<file path="src/rtl/axi4_lite_pkg.sv">
// Shared AXI4-Lite definitions used by the master and slave read/write blocks.
package axi4_lite_pkg;

    typedef logic [1:0] t_axi_resp;

    localparam t_axi_resp RESP_OKAY   = 2'b00;
    localparam t_axi_resp RESP_EXOKAY = 2'b01;
    localparam t_axi_resp RESP_SLVERR = 2'b10;
    localparam t_axi_resp RESP_DECERR = 2'b11;

endpackage

</file>
<file path="src/rtl/axi4_lite_slave_read_if.sv">
// AXI4-Lite read address/data channels between a read master and a read slave.
interface axi4_lite_slave_read_if
    import axi4_lite_pkg::*;
#(
    parameter int ADDR_W = 64,
    parameter int DATA_W = 32
);

    logic              AR_VALID;
    logic              AR_READY;
    logic [ADDR_W-1:0] AR_ADDR;
    logic [2:0]        AR_PROT;
    logic              R_VALID;
    logic              R_READY;
    logic [DATA_W-1:0] R_DATA;
    t_axi_resp         R_RESP;

    modport master (
        output AR_VALID, AR_ADDR, AR_PROT, R_READY,
        input  AR_READY, R_VALID, R_DATA, R_RESP
    );

    modport slave (
        input  AR_VALID, AR_ADDR, AR_PROT, R_READY,
        output AR_READY, R_VALID, R_DATA, R_RESP
    );

endinterface

</file>
<file path="src/rtl/axi4_lite_slave_read.sv">
// AXI4-Lite read responder: one outstanding AR, one word fetched from a fixed-latency
// backing memory, returned on R with OKAY/SLVERR/DECERR.
//
// state    | meaning
// IDLE     | AR_READY high, waiting for a read request
// MEM_WAIT | memory strobed, counting down the read latency
// RESP     | R_VALID high, holding data/response until R_READY
module axi4_lite_slave_read
    import axi4_lite_pkg::*;
#(
    parameter int                        AXI_ADDR_WIDTH = 64,
    parameter int                        AXI_DATA_WIDTH = 32,
    parameter int                        MEM_DEPTH      = 1024,
    parameter logic [AXI_ADDR_WIDTH-1:0] BASE_ADDR      = '0,
    parameter int                        MEM_LATENCY    = 1
) (
    input  logic                          clk_i,
    input  logic                          arst_i,
    axi4_lite_slave_read_if.slave         bus,
    output logic                          mem_rd_o,
    output logic [$clog2(MEM_DEPTH)-1:0]  mem_addr_o,
    input  logic [AXI_DATA_WIDTH-1:0]     mem_data_i
);

    localparam int IDX_W = $clog2(MEM_DEPTH);
    localparam int LSB   = $clog2(AXI_DATA_WIDTH / 8);
    localparam int CNT_W = $clog2(MEM_LATENCY + 1);

    localparam logic [AXI_ADDR_WIDTH-1:0] MEM_BYTES = AXI_ADDR_WIDTH'(MEM_DEPTH) << LSB;
    localparam logic [AXI_ADDR_WIDTH-1:0] LSB_MASK  = AXI_ADDR_WIDTH'((AXI_DATA_WIDTH / 8) - 1);

    typedef enum logic [1:0] {
        IDLE,
        MEM_WAIT,
        RESP
    } t_slv_rd_state;

    t_slv_rd_state               state_q, state_d;
    logic                        ar_ready_q, ar_ready_d;
    logic                        r_valid_q, r_valid_d;
    logic [AXI_DATA_WIDTH-1:0]   r_data_q, r_data_d;
    t_axi_resp                   r_resp_q, r_resp_d;
    logic                        mem_rd_q, mem_rd_d;
    logic [IDX_W-1:0]            mem_addr_q, mem_addr_d;
    logic [CNT_W-1:0]            cnt_q, cnt_d;

    logic [AXI_ADDR_WIDTH-1:0]   offset;
    logic                        below_base;
    logic                        dec_err;
    logic                        slv_err;
    logic [IDX_W-1:0]            word_idx;

    // AR_PROT carries no meaning for this responder.
    logic                        unused_prot;
    assign unused_prot = ^bus.AR_PROT;

    // Borrow of the subtraction flags addresses below the window without a constant compare.
    always_comb begin
        {below_base, offset} = {1'b0, bus.AR_ADDR} - {1'b0, BASE_ADDR};
        dec_err  = below_base || (offset >= MEM_BYTES);
        slv_err  = |(offset & LSB_MASK);
        word_idx = offset[LSB +: IDX_W];
    end

    always_comb begin
        state_d    = state_q;
        ar_ready_d = ar_ready_q;
        r_valid_d  = r_valid_q;
        r_data_d   = r_data_q;
        r_resp_d   = r_resp_q;
        mem_rd_d   = 1'b0;
        mem_addr_d = mem_addr_q;
        cnt_d      = cnt_q;

        case (state_q)
            IDLE: begin
                ar_ready_d = 1'b1;
                if (bus.AR_VALID && ar_ready_q) begin
                    ar_ready_d = 1'b0;
                    if (dec_err) begin
                        r_valid_d = 1'b1;
                        r_data_d  = '0;
                        r_resp_d  = RESP_DECERR;
                        state_d   = RESP;
                    end else if (slv_err) begin
                        r_valid_d = 1'b1;
                        r_data_d  = '0;
                        r_resp_d  = RESP_SLVERR;
                        state_d   = RESP;
                    end else begin
                        mem_rd_d   = 1'b1;
                        mem_addr_d = word_idx;
                        cnt_d      = CNT_W'(MEM_LATENCY);
                        state_d    = MEM_WAIT;
                    end
                end
            end
            MEM_WAIT: begin
                if (cnt_q == '0) begin
                    r_valid_d = 1'b1;
                    r_data_d  = mem_data_i;
                    r_resp_d  = RESP_OKAY;
                    state_d   = RESP;
                end else begin
                    cnt_d = cnt_q - CNT_W'(1);
                end
            end
            RESP: begin
                if (bus.R_READY) begin
                    r_valid_d  = 1'b0;
                    ar_ready_d = 1'b1;
                    state_d    = IDLE;
                end
            end
            default: begin
                state_d    = IDLE;
                ar_ready_d = 1'b0;
                r_valid_d  = 1'b0;
            end
        endcase
    end

    always_ff @(posedge clk_i or posedge arst_i) begin
        if (arst_i) begin
            state_q    <= IDLE;
            ar_ready_q <= 1'b0;
            r_valid_q  <= 1'b0;
            r_data_q   <= '0;
            r_resp_q   <= RESP_OKAY;
            mem_rd_q   <= 1'b0;
            mem_addr_q <= '0;
            cnt_q      <= '0;
        end else begin
            state_q    <= state_d;
            ar_ready_q <= ar_ready_d;
            r_valid_q  <= r_valid_d;
            r_data_q   <= r_data_d;
            r_resp_q   <= r_resp_d;
            mem_rd_q   <= mem_rd_d;
            mem_addr_q <= mem_addr_d;
            cnt_q      <= cnt_d;
        end
    end

    assign bus.AR_READY = ar_ready_q;
    assign bus.R_VALID  = r_valid_q;
    assign bus.R_DATA   = r_data_q;
    assign bus.R_RESP   = r_resp_q;
    assign mem_rd_o     = mem_rd_q;
    assign mem_addr_o   = mem_addr_q;

endmodule
</file>
<file path="src/flat_wrapper.sv">
// flat-port wrapper written by rule: the top's interface ports become plain ports
module axi4_lite_slave_read_flat import axi4_lite_pkg::*;
#(
    parameter int                        AXI_ADDR_WIDTH = 64,
    parameter int                        AXI_DATA_WIDTH = 32,
    parameter int                        MEM_DEPTH      = 1024,
    parameter logic [AXI_ADDR_WIDTH-1:0] BASE_ADDR      = '0,
    parameter int                        MEM_LATENCY    = 1
)
  (clk_i, arst_i, mem_rd_o, mem_addr_o, mem_data_i, bus_AR_VALID, bus_AR_ADDR, bus_AR_PROT, bus_R_READY, bus_AR_READY, bus_R_VALID, bus_R_DATA, bus_R_RESP);
  axi4_lite_slave_read_if bus_i ();
  input  logic clk_i;
  input  logic arst_i;
  output logic mem_rd_o;
  output logic [$clog2(MEM_DEPTH)-1:0] mem_addr_o;
  input  logic [AXI_DATA_WIDTH-1:0] mem_data_i;
  input wire logic [$bits(bus_i.AR_VALID)-1:0] bus_AR_VALID;
  input wire logic [$bits(bus_i.AR_ADDR)-1:0] bus_AR_ADDR;
  input wire logic [$bits(bus_i.AR_PROT)-1:0] bus_AR_PROT;
  input wire logic [$bits(bus_i.R_READY)-1:0] bus_R_READY;
  output wire logic [$bits(bus_i.AR_READY)-1:0] bus_AR_READY;
  output wire logic [$bits(bus_i.R_VALID)-1:0] bus_R_VALID;
  output wire logic [$bits(bus_i.R_DATA)-1:0] bus_R_DATA;
  output wire logic [$bits(bus_i.R_RESP)-1:0] bus_R_RESP;
  assign bus_i.AR_VALID = bus_AR_VALID;
  assign bus_i.AR_ADDR = bus_AR_ADDR;
  assign bus_i.AR_PROT = bus_AR_PROT;
  assign bus_i.R_READY = bus_R_READY;
  assign bus_AR_READY = bus_i.AR_READY;
  assign bus_R_VALID = bus_i.R_VALID;
  assign bus_R_DATA = bus_i.R_DATA;
  assign bus_R_RESP = bus_i.R_RESP;
  axi4_lite_slave_read #(.AXI_ADDR_WIDTH(AXI_ADDR_WIDTH), .AXI_DATA_WIDTH(AXI_DATA_WIDTH), .MEM_DEPTH(MEM_DEPTH), .BASE_ADDR(BASE_ADDR), .MEM_LATENCY(MEM_LATENCY)) u_core (.clk_i(clk_i), .arst_i(arst_i), .bus(bus_i), .mem_rd_o(mem_rd_o), .mem_addr_o(mem_addr_o), .mem_data_i(mem_data_i));
endmodule
</file>
<file path="config.mk">
export PLATFORM = sky130hd
export DESIGN_NAME = axi4_lite_slave_read_flat
export DESIGN_NICKNAME = d
export VERILOG_FILES = /design/src/rtl/axi4_lite_pkg.sv /design/src/rtl/axi4_lite_slave_read_if.sv /design/src/rtl/axi4_lite_slave_read.sv /design/src/flat_wrapper.sv
export SDC_FILE = /design/constraint.sdc
export NUM_CORES = 1
export LEC_CHECK = 0
export ABC_AREA = 0
export CAP_MARGIN = 15
export CORE_MARGIN = 5
export CORE_UTILIZATION = 40
export CTS_BUF_LIST = sky130_fd_sc_hd__clkbuf_8
export DETAILED_ROUTE_END_ITERATION = 12
export PLACE_DENSITY = 0.95
export SKIP_LAST_GASP = 1
export SLEW_MARGIN = 40
export SYNTH_ARGS = -nofsm -noshare
export SYNTH_HDL_FRONTEND = slang
export SYNTH_SLANG_ARGS = --single-unit
</file>
<file path="constraint.sdc">
create_clock -name clk_i -period 3.8 [get_ports clk_i]
set_input_delay 0.76 -clock clk_i [delete_from_list [all_inputs] [get_ports clk_i]]
set_output_delay 0.76 -clock clk_i [all_outputs]
set_load 0.005 [all_outputs]
</file>
* After elaboration in Yosys (flattened, before gate mapping) *
Index checks and enable logic that the tools add are counted.

word-level totals
  output and inout bits = 47
  register bits after elaboration = 50
  word-level logic and storage cells = 65
  bits of input ports = 103

operators by class
  $add $sub $neg = 1
  muxes and demuxes = 34
  reductions and logical operators = 10
  bitwise logic cells = 3
  equal/unequal tests = 8
  $lt $le $gt $ge = 1

operators by type and width
  kind                    count
  $mux W32                4
  $ge A64 B13 Y1 const B  1
  $pmux W32 S2            1
  $mux W2                 9
  $reduce_and A4 Y1       4
  $mux W1                 15
  $ne A2 B2 Y1 const B    4
  $pmux W1 S3             2
  $pmux W2 S3             1
  $pmux W2 S2             1
  $ne A3 B1 Y1 const B    1
  $not A1 Y1              3
  $reduce_and A3 Y1       1
  $eq A2 B1 Y1 const B    1
  $eq A2 B2 Y1 const B    1
  $logic_not A2 Y1        1
  $ne A2 B1 Y1 const B    1
  $pmux W1 S2             1
  $reduce_and A2 Y1       1
  $reduce_bool A2 Y1      1
  $reduce_or A2 Y1        1
  $logic_and A1 B1 Y1     1
  $sub A1 B1 Y1 const B   1

* Longest topological paths before layout *
Gate-level depths: netlist (run 1).

  depth after elaboration = 5
  depth in mapped cells = 7
  depth with buffers taken out = 5

* Least setup slack after synthesis (run 1) *
No wires, ideal clock.

  kind = input to register
  start = input bus_AR_ADDR[13]
  end = register u_core.state_q[1]
  data required time = 3.681 ns
  setup slack = 1.512 ns
  library setup time = 0.119 ns
  cell stages on the path = 7
  arrival time = 2.169 ns
  path buffers = 2
  path through = nor4_1 -> nand4_1 -> nor4_4 -> a311oi_1 -> buf_6 -> buf_8 -> a21o_2

between the ends
  word-level cells in the longest chain between the ends = 4

RTL lines
  item                  line                         text
  start, declared       flat_wrapper.sv:18           input wire logic [$bits(bus_i.AR_ADDR)-1:0] bus_AR_ADDR;
  $ge A64 B13 Y1        axi4_lite_slave_read.sv:60   dec_err = below_base || (offset >= MEM_BYTES);
  $mux W2               axi4_lite_slave_read.sv:80   if (dec_err) begin
  $mux W2               axi4_lite_slave_read.sv:78   if (bus.AR_VALID && ar_ready_q) begin
  $pmux W2 S3           axi4_lite_slave_read.sv:75   case (state_q)
  end signal, assigned  axi4_lite_slave_read.sv:134  state_q <= state_d;
  end, declared         axi4_lite_slave_read.sv:38   t_slv_rd_state state_q, state_d;

Every way passes these cells. The select of a mux whose other input is x is not followed.
A chain may end at the register's enable or synchronous reset.

* Worst setup path in the final report (run 1) *
  start = input bus_AR_ADDR[47]
  end = register u_core.mem_addr_q[2] (netlist: u_core.mem_addr_o[2])

between the ends
  word-level cells in the longest chain between the ends = 3

RTL lines
  item                         line                         text
  $ge A64 B13 Y1               axi4_lite_slave_read.sv:60
  $not A1 Y1 (no line)         n/a
  $reduce_and A4 Y1 (no line)  n/a
  end signal, assigned         axi4_lite_slave_read.sv:140  mem_addr_q <= mem_addr_d;
  end, declared                axi4_lite_slave_read.sv:44   logic [IDX_W-1:0] mem_addr_q, mem_addr_d;

Every way passes these cells.

==> results.py, run 1 <==
metrics = {
    "outcome": {
        "status": "finished, final reports clean",
    },
    "worst_setup_path": {
        "rr_worst_depth": 6,
        "cp_slowest_cell": "nand3_1",
        "crit_arrival_ns": 3.08,
        "start_kind": "input port",
        "max_stage_delay_ns": 0.48,
        "path_cells": "clkdlybuf4s50_1 > nor4_1 > nand4_1 > nor4_4 > nand3_1 > mux2_2",
        "worst-setup-path-type": "in2reg",
        "path_depth": 6,
        "end_kind": "register",
        "crit_required_ns": 3.98,
        "crit_buf_inv": 1,
        "worstPathMaxFanout": 11,
        "crit_family": "simple AND/OR/NAND/NOR gates",
    },
    "timing": {
        "setup_ws_ns": 0.903,
        "period_needed_ns": 2.90,
        "fmax_mhz": 345,
        "setup_viol": 0,
        "finalSetupTns_ns": 0,
        "finalHoldViolCount": 0,
        "skew_ns": 0.00401,
        "tightest_slew_ns": 0.636,
        "rsz0062_at_grt": "no",
        "finalCritPeriodShare_pct": 76.2,
        "slew_headroom_pct": 57.6,
        "slew_viol_final": 0,
        "timing.hold.ws_ns": 0.511,
    },
    "clock_network": {
        "cts_buffers": 5,
        "cts_resized": 0,
        "cts_max_level": 2,
        "cts_tree": "done",
        "clkSinkCount": 50,
        "clk_latency_ns": 0.30,
        "clockBufferDepth": 2,
        "cts.clk_slew.worst_paths_ns": 0.09,
        "cts_root_buf": "clkbuf_8",
        "post_cts_buffers": 0,
        "postCtsHoldBufs": 0,
    },
    "power_and_ir_drop": {
        "p_leak_uw": 0.00159,
        "power_density_nw_per_um2": 309,
        "ir_drop_v": 0.000219,
    },
    "floorplanning": {
        "initial_utilization_pct": 41.5,
        "dieArea_sq_um": 7400,
        "io_pins": 150,
        "rows": 27,
        "fp.dieW_um": 86.0,
        "core_region_area_sq_um": 5570,
        "die_h_um": 86.0,
    },
    "routing": {
        "final_antenna_net_count": 0,
        "dr.pass1.iters": 4,
        "via_per_inst": 4.69,
        "drcViolationCount": 0,
        "routedWlPerCell_um": 15.4,
        "routed_wl_mm": 6.61,
        "drt_iter0_drc": 42,
        "vias": 2018,
    },
    "yosys": {
        "yosysSeqAreaShare_pct": 54.1,
        "synth.most_common_cell": "dfrtp_1",
        "synth_edf_count": 0,
        "synth_area_leaders": "dfrtp_1, mux2i_1, inv_1",
        "syn_area_per_cell_sq_um": 11.0,
        "syn-num-nets": 313,
        "synth.distinct_cells": 27,
        "ys.flop_type": "dfrtp_1",
        "netlist.top_cell.by_area": "dfrtp_1",
        "synth_top_area_share_pct": 54.1,
        "synthTopCellsByCount": "dfrtp_1, inv_1, nand2_1",
        "async_reset_ff_share_pct": 100,
        "synth-seq-cells": 50,
        "ys.warnings.count": 0,
        "syn-instance-count": 210,
        "netlist_area_sq_um": 2310,
    },
    "place": {
        "finalWeightedCongestion": 0.915,
        "hpwl_mm": 5.29,
        "post-place-ws_ns": 0.536,
        "io_buffer_count": 146,
    },
    "grt": {
        "grt_first_pass_wirelength_mm": 10.7,
        "grt_pass1_vias": 2169,
        "antenna_found_initial": 0,
        "grt.overflow.total": 0,
        "grt_max_degree": 51,
        "grt.total_usage_pct": 18.2,
    },
    "cells_and_area": {
        "utilization_pct": 70.4,
        "nNetsFinal": 460,
        "antenna_cells": 0,
        "areaGrowthSynthToFinish_pct": 69.8,
        "layout-drive-gt1-share_pct": 8.10,
    },
    "job": {
        "max-cap-violations": 0,
    },
    "min_path": {
        "min_path_cells": 1,
        "hp-class": "reg2reg",
    },
}
[worst paths after layout]
path	from	end	slack (ns)
max in group asynchronous	arst_i	u_core.mem_rd_o	2.50
max	bus_AR_ADDR[47]	u_core.mem_addr_o[2]	0.90
min	u_core.mem_addr_o[7]	u_core.mem_addr_o[7]	0.51
max reg2reg	u_core.state_q[0]	u_core.bus.R_DATA[19]	1.62
min reg2reg	u_core.mem_addr_o[7]	u_core.mem_addr_o[7]	0.51
min in group asynchronous	arst_i	u_core.bus.R_DATA[3]	0.89
[report_power, final]
group / switching (uW) / internal [uW] / total (uW)
clock network: 180 / 150 / 330
logic: 116 / 194 / 309
registers: 25.7 / 547 / 573
[layout make-up]
| class | instances | area, sq um |
|---|---|---|
| Inverter | 36 | 138 |
| Multi-Input combinational cell | 115 | 852 |
| Tap cell | 72 | 90.1 |
| Timing Repair Buffer | 149 | 1500 |
| Sequential cell | 50 | 1250 |
| Fill cell | 412 | 1650 |
| Clock buffer | 6 | 82.6 |
| Clock inverter | 2 | 16.3 |
[registers in the layout (all words and copies together), names as in the netlist]
name,count
u_core.bus.AR_READY,1
u_core.mem_rd_o,1
u_core.bus.R_VALID,1
u_core.bus.R_DATA,32
u_core.mem_addr_o,10
u_core.state_q,2
u_core.bus.R_RESP,2
u_core.cnt_q,1
[per-layer routing]
metal	global-route usage, %	wire [um]	vias to the layer above
met5	0	0	-
met4	3.02	48	0
met3	5.19	495	7
met2	32.0	3330	81
met1	22.4	2740	949
li1	-	-	981
[through the flow]
step                      total power [uW]  cells  instance area [sq um]
after global routing                  1270    430                   3930
after floorplan                        758    210                   2310
after CTS                             1220    430                   3930
after detailed placement               893    422                   3830
final                                 1210    430                   3930
after global placement                 885    421                   3820
[cells in the final DEF, fill, tap and decap left out, types with 2 or more instances in the layout]
cell             instances
inv_1                   35
nor2_1                   3
nand3_1                  2
clkdlybuf4s50_1        146
nand2_1                 34
dfrtp_1                 50
buf_4                    2
mux2_2                  11
clkbuf_8                 6
nor4_1                  12
nand4_1                  3
o21a_1                   2
mux2i_1                 33
a21oi_1                  3
[cell families (layout without fill, tap and decap cells)]
logic type,after synthesis,in the layout,synth area share (%)
AO/OA/AOI/OAI,10,10,3.08
buffers and inverters,45,193,9.90
multiplexers,44,44,19.6
flip-flops,50,50,54.1
AND/OR/NAND/NOR,61,61,13.3
(Power assumes the default switching activity.)
==> run 2, diff against run 1 <==
--- a/config.mk
+++ b/config.mk
@@ -8,10 +8,10 @@
 export ABC_AREA = 0
 export CAP_MARGIN = 15
 export CORE_MARGIN = 5
-export CORE_UTILIZATION = 40
+export CORE_UTILIZATION = 37
 export CTS_BUF_LIST = sky130_fd_sc_hd__clkbuf_8
 export DETAILED_ROUTE_END_ITERATION = 12
-export PLACE_DENSITY = 0.95
+export PLACE_DENSITY = 0.91
 export SKIP_LAST_GASP = 1
 export SLEW_MARGIN = 40
 export SYNTH_ARGS = -nofsm -noshare
==> constraint.sdc (replaced) <==
create_clock -name clk_i -period 2.8 [get_ports clk_i]
set_input_delay 0.56 -clock clk_i [delete_from_list [all_inputs] [get_ports clk_i]]
set_output_delay 0.56 -clock clk_i [all_outputs]
set_load 0.005 [all_outputs]
==> results.py, run 2 (synthesized netlist as in run 1, its figures left out) <==
metrics = {
    "grt": {
        "grt.overflow.total": 0,
        "grt_first_pass_wirelength_mm": 10.5,
        "grt_pass1_vias": 2204,
        "grt_max_degree": 27,
        "grt.total_usage_pct": 17.2,
        "antenna_found_initial": 0,
    },
    "routing": {
        "drcViolationCount": 0,
        "routed_wl_mm": 6.70,
        "dr.pass1.iters": 4,
        "vias": 2032,
        "routedWlPerCell_um": 15.4,
        "via_per_inst": 4.66,
        "final_antenna_net_count": 0,
        "drt_iter0_drc": 57,
    },
    "timing": {
        "fmax_mhz": 420,
        "finalHoldViolCount": 0,
        "slew_headroom_pct": 60.9,
        "slew_viol_final": 0,
        "skew_ns": 0.00328,
        "finalCritPeriodShare_pct": 85.1,
        "rsz0062_at_grt": "no",
        "period_needed_ns": 2.38,
        "setup_viol": 0,
        "finalSetupTns_ns": 0,
        "tightest_slew_ns": 0.582,
    },
    "clock_network": {
        "cts.clk_slew.worst_paths_ns": 0.08,
        "clockBufferDepth": 2,
        "cts_tree": "done",
        "cts_buffers": 5,
        "clkSinkCount": 50,
        "cts_max_level": 2,
        "cts_root_buf": "clkbuf_8",
        "cts_resized": 0,
        "post_cts_buffers": 0,
        "postCtsHoldBufs": 0,
        "clk_latency_ns": 0.29,
    },
    "cells_and_area": {
        "antenna_cells": 0,
        "nNetsFinal": 464,
        "layout-drive-gt1-share_pct": 8.31,
        "largest_register_ffs": 32,
        "final_cell_mix": "clkdlybuf4s50_1, dfrtp_1, inv_1, nand2_1, mux2i_1",
        "final_common_cell": "clkdlybuf4s50_1",
        "n_fill_cell": 474,
        "areaGrowthSynthToFinish_pct": 70.7,
        "final_area_sq_um": 3950,
    },
    "worst_setup_path": {
        "end_kind": "register",
        "worstPathMaxFanout": 11,
        "cp-endpoint": "u_core.mem_addr_o[4]",
        "worstSetupStartpoint": "bus_AR_ADDR[53]",
        "reg2reg_from": "u_core.state_q[0]",
        "r2r_slack_ns": 0.79,
        "start_kind": "input port",
        "crit_required_ns": 2.97,
        "rr_worst_depth": 6,
        "r2r_end": "u_core.bus.R_DATA[18]",
        "worst-setup-path-type": "in2reg",
        "crit_arrival_ns": 2.56,
    },
    "place": {
        "io_buffer_count": 146,
        "placed_cell_area_sq_um": 3870,
        "hpwl_mm": 5.48,
        "finalWeightedCongestion": 0.826,
    },
    "outcome": {
        "status": "finished, final reports clean",
    },
    "power_and_ir_drop": {
        "ir_drop_v": 0.000342,
        "power_density_nw_per_um2": 398,
        "p_leak_uw": 0.00161,
        "power_uw": 1570,
    },
    "min_path": {
        "hp-class": "reg2reg",
        "hold_path_startpoint": "u_core.mem_addr_o[5]",
    },
    "floorplanning": {
        "die_h_um": 89.1,
        "initial_utilization_pct": 38.6,
        "rows": 28,
        "core_region_area_sq_um": 5990,
        "dieArea_sq_um": 7930,
        "io_pins": 150,
        "fp.dieW_um": 89.1,
    },
    "job": {
        "max-cap-violations": 0,
    },
}
run 2: changes by cell type in the layout (fill, tap and decap cells not counted):
cell        before  now
clkbuf_8         6    5
inv_1           35   37
buf_4            2    5
clkinvlp_4       1    0
buf_12           1    2
inv_4            1    0
inv_6            1    0
inv_2            0    1
run 2: how the worst min path moves through the flow:
stage                      endpoint  cells after the start
3_3_place_gp   u_core.mem_addr_o[0]                      1
2_1_floorplan  u_core.mem_addr_o[5]                      1
4_1_cts        u_core.mem_addr_o[5]                      1
3_5_place_dp   u_core.mem_addr_o[5]                      1
5_1_grt        u_core.mem_addr_o[7]                      1
6_report       u_core.mem_addr_o[5]                      1
run 2: metrics by stage:
stage | setup slack (ns) | hold WS, ns | cells | util (%)
5_1_grt | 0.319 | 0.526 | 436 | 65.9
2_1_floorplan | 0.712 | 0.504 | 210 | -
3_5_place_dp | 0.107 | 0.493 | 429 | 64.6
3_3_place_gp | 0.136 | 0.489 | 429 | 64.6
6_report | 0.417 | 0.510 | 436 | 65.9
4_1_cts | 0.426 | 0.512 | 436 | 65.9
run 2: area by class of cell:
| class | instances | area (sq um) | area share (%) |
|---|---|---|---|
| Clock buffer | 5 | 68.8 | 1.74 |
| Clock inverter | 2 | 7.51 | 0.190 |
| Inverter | 36 | 135 | 3.42 |
| Multi-Input combinational cell | 115 | 852 | 21.6 |
| Sequential cell | 50 | 1250 | 31.7 |
| Tap cell | 75 | 93.8 | 2.38 |
| Timing Repair Buffer | 153 | 1540 | 39.0 |
run 2: worst max-delay path, cell delays in order:
cell and delay, ns:
clkdlybuf4s50_1 0.42, nor4_1 0.35, nand3_1 0.17, nor4_4 0.41, nand3_1 0.12, buf_4 0.22
mux2_2 0.28
run 2: metal layers:
metal | track usage (%) | up-vias | wire [um]
met4 | 3.92 | 0 | 77
met3 | 5.16 | 8 | 542
met5 | 0 | - | 0
met1 | 19.8 | 966 | 2570
li1 | - | 989 | -
met2 | 31.5 | 69 | 3510
run 2: report_power, final:
group	total [uW]	leakage (uW)	switching [uW]	internal [uW]
clock network	374	0.0000466	209	165
registers	776	0.000681	33.7	742
logic	422	0.000886	156	265
total	1570	0.00161	399	1170
==> run 3, diff against run 2 <==
--- a/config.mk
+++ b/config.mk
@@ -7,9 +7,11 @@
 export LEC_CHECK = 0
 export ABC_AREA = 0
 export CAP_MARGIN = 15
+export CORE_ASPECT_RATIO = 1.5
 export CORE_MARGIN = 5
 export CORE_UTILIZATION = 37
 export CTS_BUF_LIST = sky130_fd_sc_hd__clkbuf_8
+export CTS_CLUSTER_SIZE = 12
 export DETAILED_ROUTE_END_ITERATION = 12
 export PLACE_DENSITY = 0.91
 export SKIP_LAST_GASP = 1
==> results.py, run 3 (synthesized netlist as in run 1, its figures left out) <==
metrics = {
    "floorplanning": {
        "dieArea_sq_um": 7960,
        "io_pins": 150,
        "die_h_um": 107,
        "initial_utilization_pct": 37.7,
        "fp.dieW_um": 74.5,
        "core_region_area_sq_um": 6130,
        "rows": 35,
    },
    "grt": {
        "grt.overflow.total": 0,
        "use_met3_pct": 3.47,
        "antenna_found_initial": 0,
        "busiest_layer": "met2",
        "grt_max_degree": 51,
        "grt_pass1_vias": 2270,
        "grt.total_usage_pct": 17.3,
        "grt_first_pass_wirelength_mm": 10.7,
        "met1_usage_pct": 19.8,
        "use_met2_pct": 31.1,
    },
    "cells_and_area": {
        "layout-drive-gt1-share_pct": 8.06,
        "final_common_cell": "clkdlybuf4s50_1",
        "largest_register_ffs": 32,
        "final_cell_mix": "clkdlybuf4s50_1, dfrtp_1, inv_1, nand2_1, mux2i_1",
        "areaGrowthSynthToFinish_pct": 69.8,
        "antenna_cells": 0,
        "nNetsFinal": 463,
    },
    "job": {
        "max-cap-violations": 0,
    },
    "clock_network": {
        "clockBufferDepth": 2,
        "cts_resized": 0,
        "post_cts_buffers": 0,
        "clkSinkCount": 50,
        "cts_max_level": 2,
        "cts_root_buf": "clkbuf_8",
        "cts.clk_slew.worst_paths_ns": 0.08,
        "postCtsHoldBufs": 0,
        "cts_tree": "done",
        "cts_buffers": 5,
        "clk_latency_ns": 0.29,
    },
    "timing": {
        "timing.hold.ws_ns": 0.513,
        "fmax_mhz": 401,
        "period_needed_ns": 2.49,
        "rsz0062_at_grt": "no",
        "tightest_slew_ns": 0.629,
        "finalSetupTns_ns": 0,
        "finalCritPeriodShare_pct": 89.1,
        "slew_viol_final": 0,
        "slew_headroom_pct": 58.1,
        "setup_viol": 0,
        "finalHoldViolCount": 0,
        "skew_ns": 0.00312,
    },
    "worst_setup_path": {
        "worstPathMaxFanout": 28,
        "crit_required_ns": 2.97,
        "start_kind": "input port",
        "worst-setup-path-type": "in2reg",
        "crit_arrival_ns": 2.66,
        "end_kind": "register",
        "r2r_slack_ns": 0.62,
    },
    "routing": {
        "vias": 2041,
        "routed_wl_mm": 6.67,
        "drcViolationCount": 0,
        "drt_iter0_drc": 64,
        "final_antenna_net_count": 0,
        "dr.pass1.iters": 4,
        "via_per_inst": 4.70,
        "routedWlPerCell_um": 15.4,
    },
    "power_and_ir_drop": {
        "p_leak_uw": 0.00160,
        "power_density_nw_per_um2": 401,
        "ir_drop_v": 0.000394,
    },
    "place": {
        "finalWeightedCongestion": 0.925,
        "io_buffer_count": 146,
        "hpwl_mm": 5.40,
    },
    "outcome": {
        "status": "finished, final reports clean",
    },
    "min_path": {
        "hp-class": "reg2reg",
    },
}
run 3: changes by cell type in the layout (fill, tap and decap cells not counted):
cell	before	now
buf_12	2	1
run 3: power breakdown:
part	internal, uW	total, uW	switching (uW)
Combinational	264	420	156
Clock	165	375	210
Sequential	742	778	36.1
Total	1170	1570	402
run 3: critical path, stage by stage:
cell and delay, ns:
clkdlybuf4s50_1 0.44, nor4_1 0.40, nand3_1 0.19, nor4_4 0.28
buf_4 0.19, a311oi_4 0.18, buf_12 0.26, mux2i_1 0.14
run 3: metrics by stage:
| stage | cell area, sq um | std cells | utilization, % | setup WS (ns) | power (uW) |
|---|---|---|---|---|---|
| final | 3930 | 434 | 64.0 | 0.305 | 1570 |
| after detailed placement | 3850 | 427 | 62.8 | 0.0320 | 1210 |
| after floorplan | 2310 | 210 | - | 0.712 | 1030 |
| after CTS | 3930 | 434 | 64.0 | 0.338 | 1600 |
| after global routing | 3930 | 434 | 64.0 | 0.184 | 1660 |
| after global placement | 3850 | 427 | 62.8 | 0.0476 | 1200 |
run 3: cell type report:
type	count	area, sq um
Clock buffer	5	68.8
Clock inverter	2	7.51
Fill cell	499	2200
Inverter	36	135
Multi-Input combinational cell	115	852
Sequential cell	50	1250
Tap cell	74	92.6
Timing Repair Buffer	152	1520
run 3: final timing paths:
kind / start / end / cells after the start
worst max register to register: u_core.state_q[0] / u_core.bus.R_DATA[21] / 6
min in group asynchronous: arst_i / u_core.bus.R_DATA[26] / 3
worst max-delay path: bus_AR_ADDR[53] / u_core.bus.R_DATA[21] / 8
max in group asynchronous: arst_i / u_core.bus.R_DATA[17] / 3
worst min register to register: u_core.mem_addr_o[7] / u_core.mem_addr_o[7] / 1
worst min-delay path: u_core.mem_addr_o[7] / u_core.mem_addr_o[7] / 1
run 3: routing by layer:
layer	routed length, um	vias to the layer above
li1	-	991
met1	2450	969
met2	3670	66
met3	392	15
met4	159	0
met5	0	-
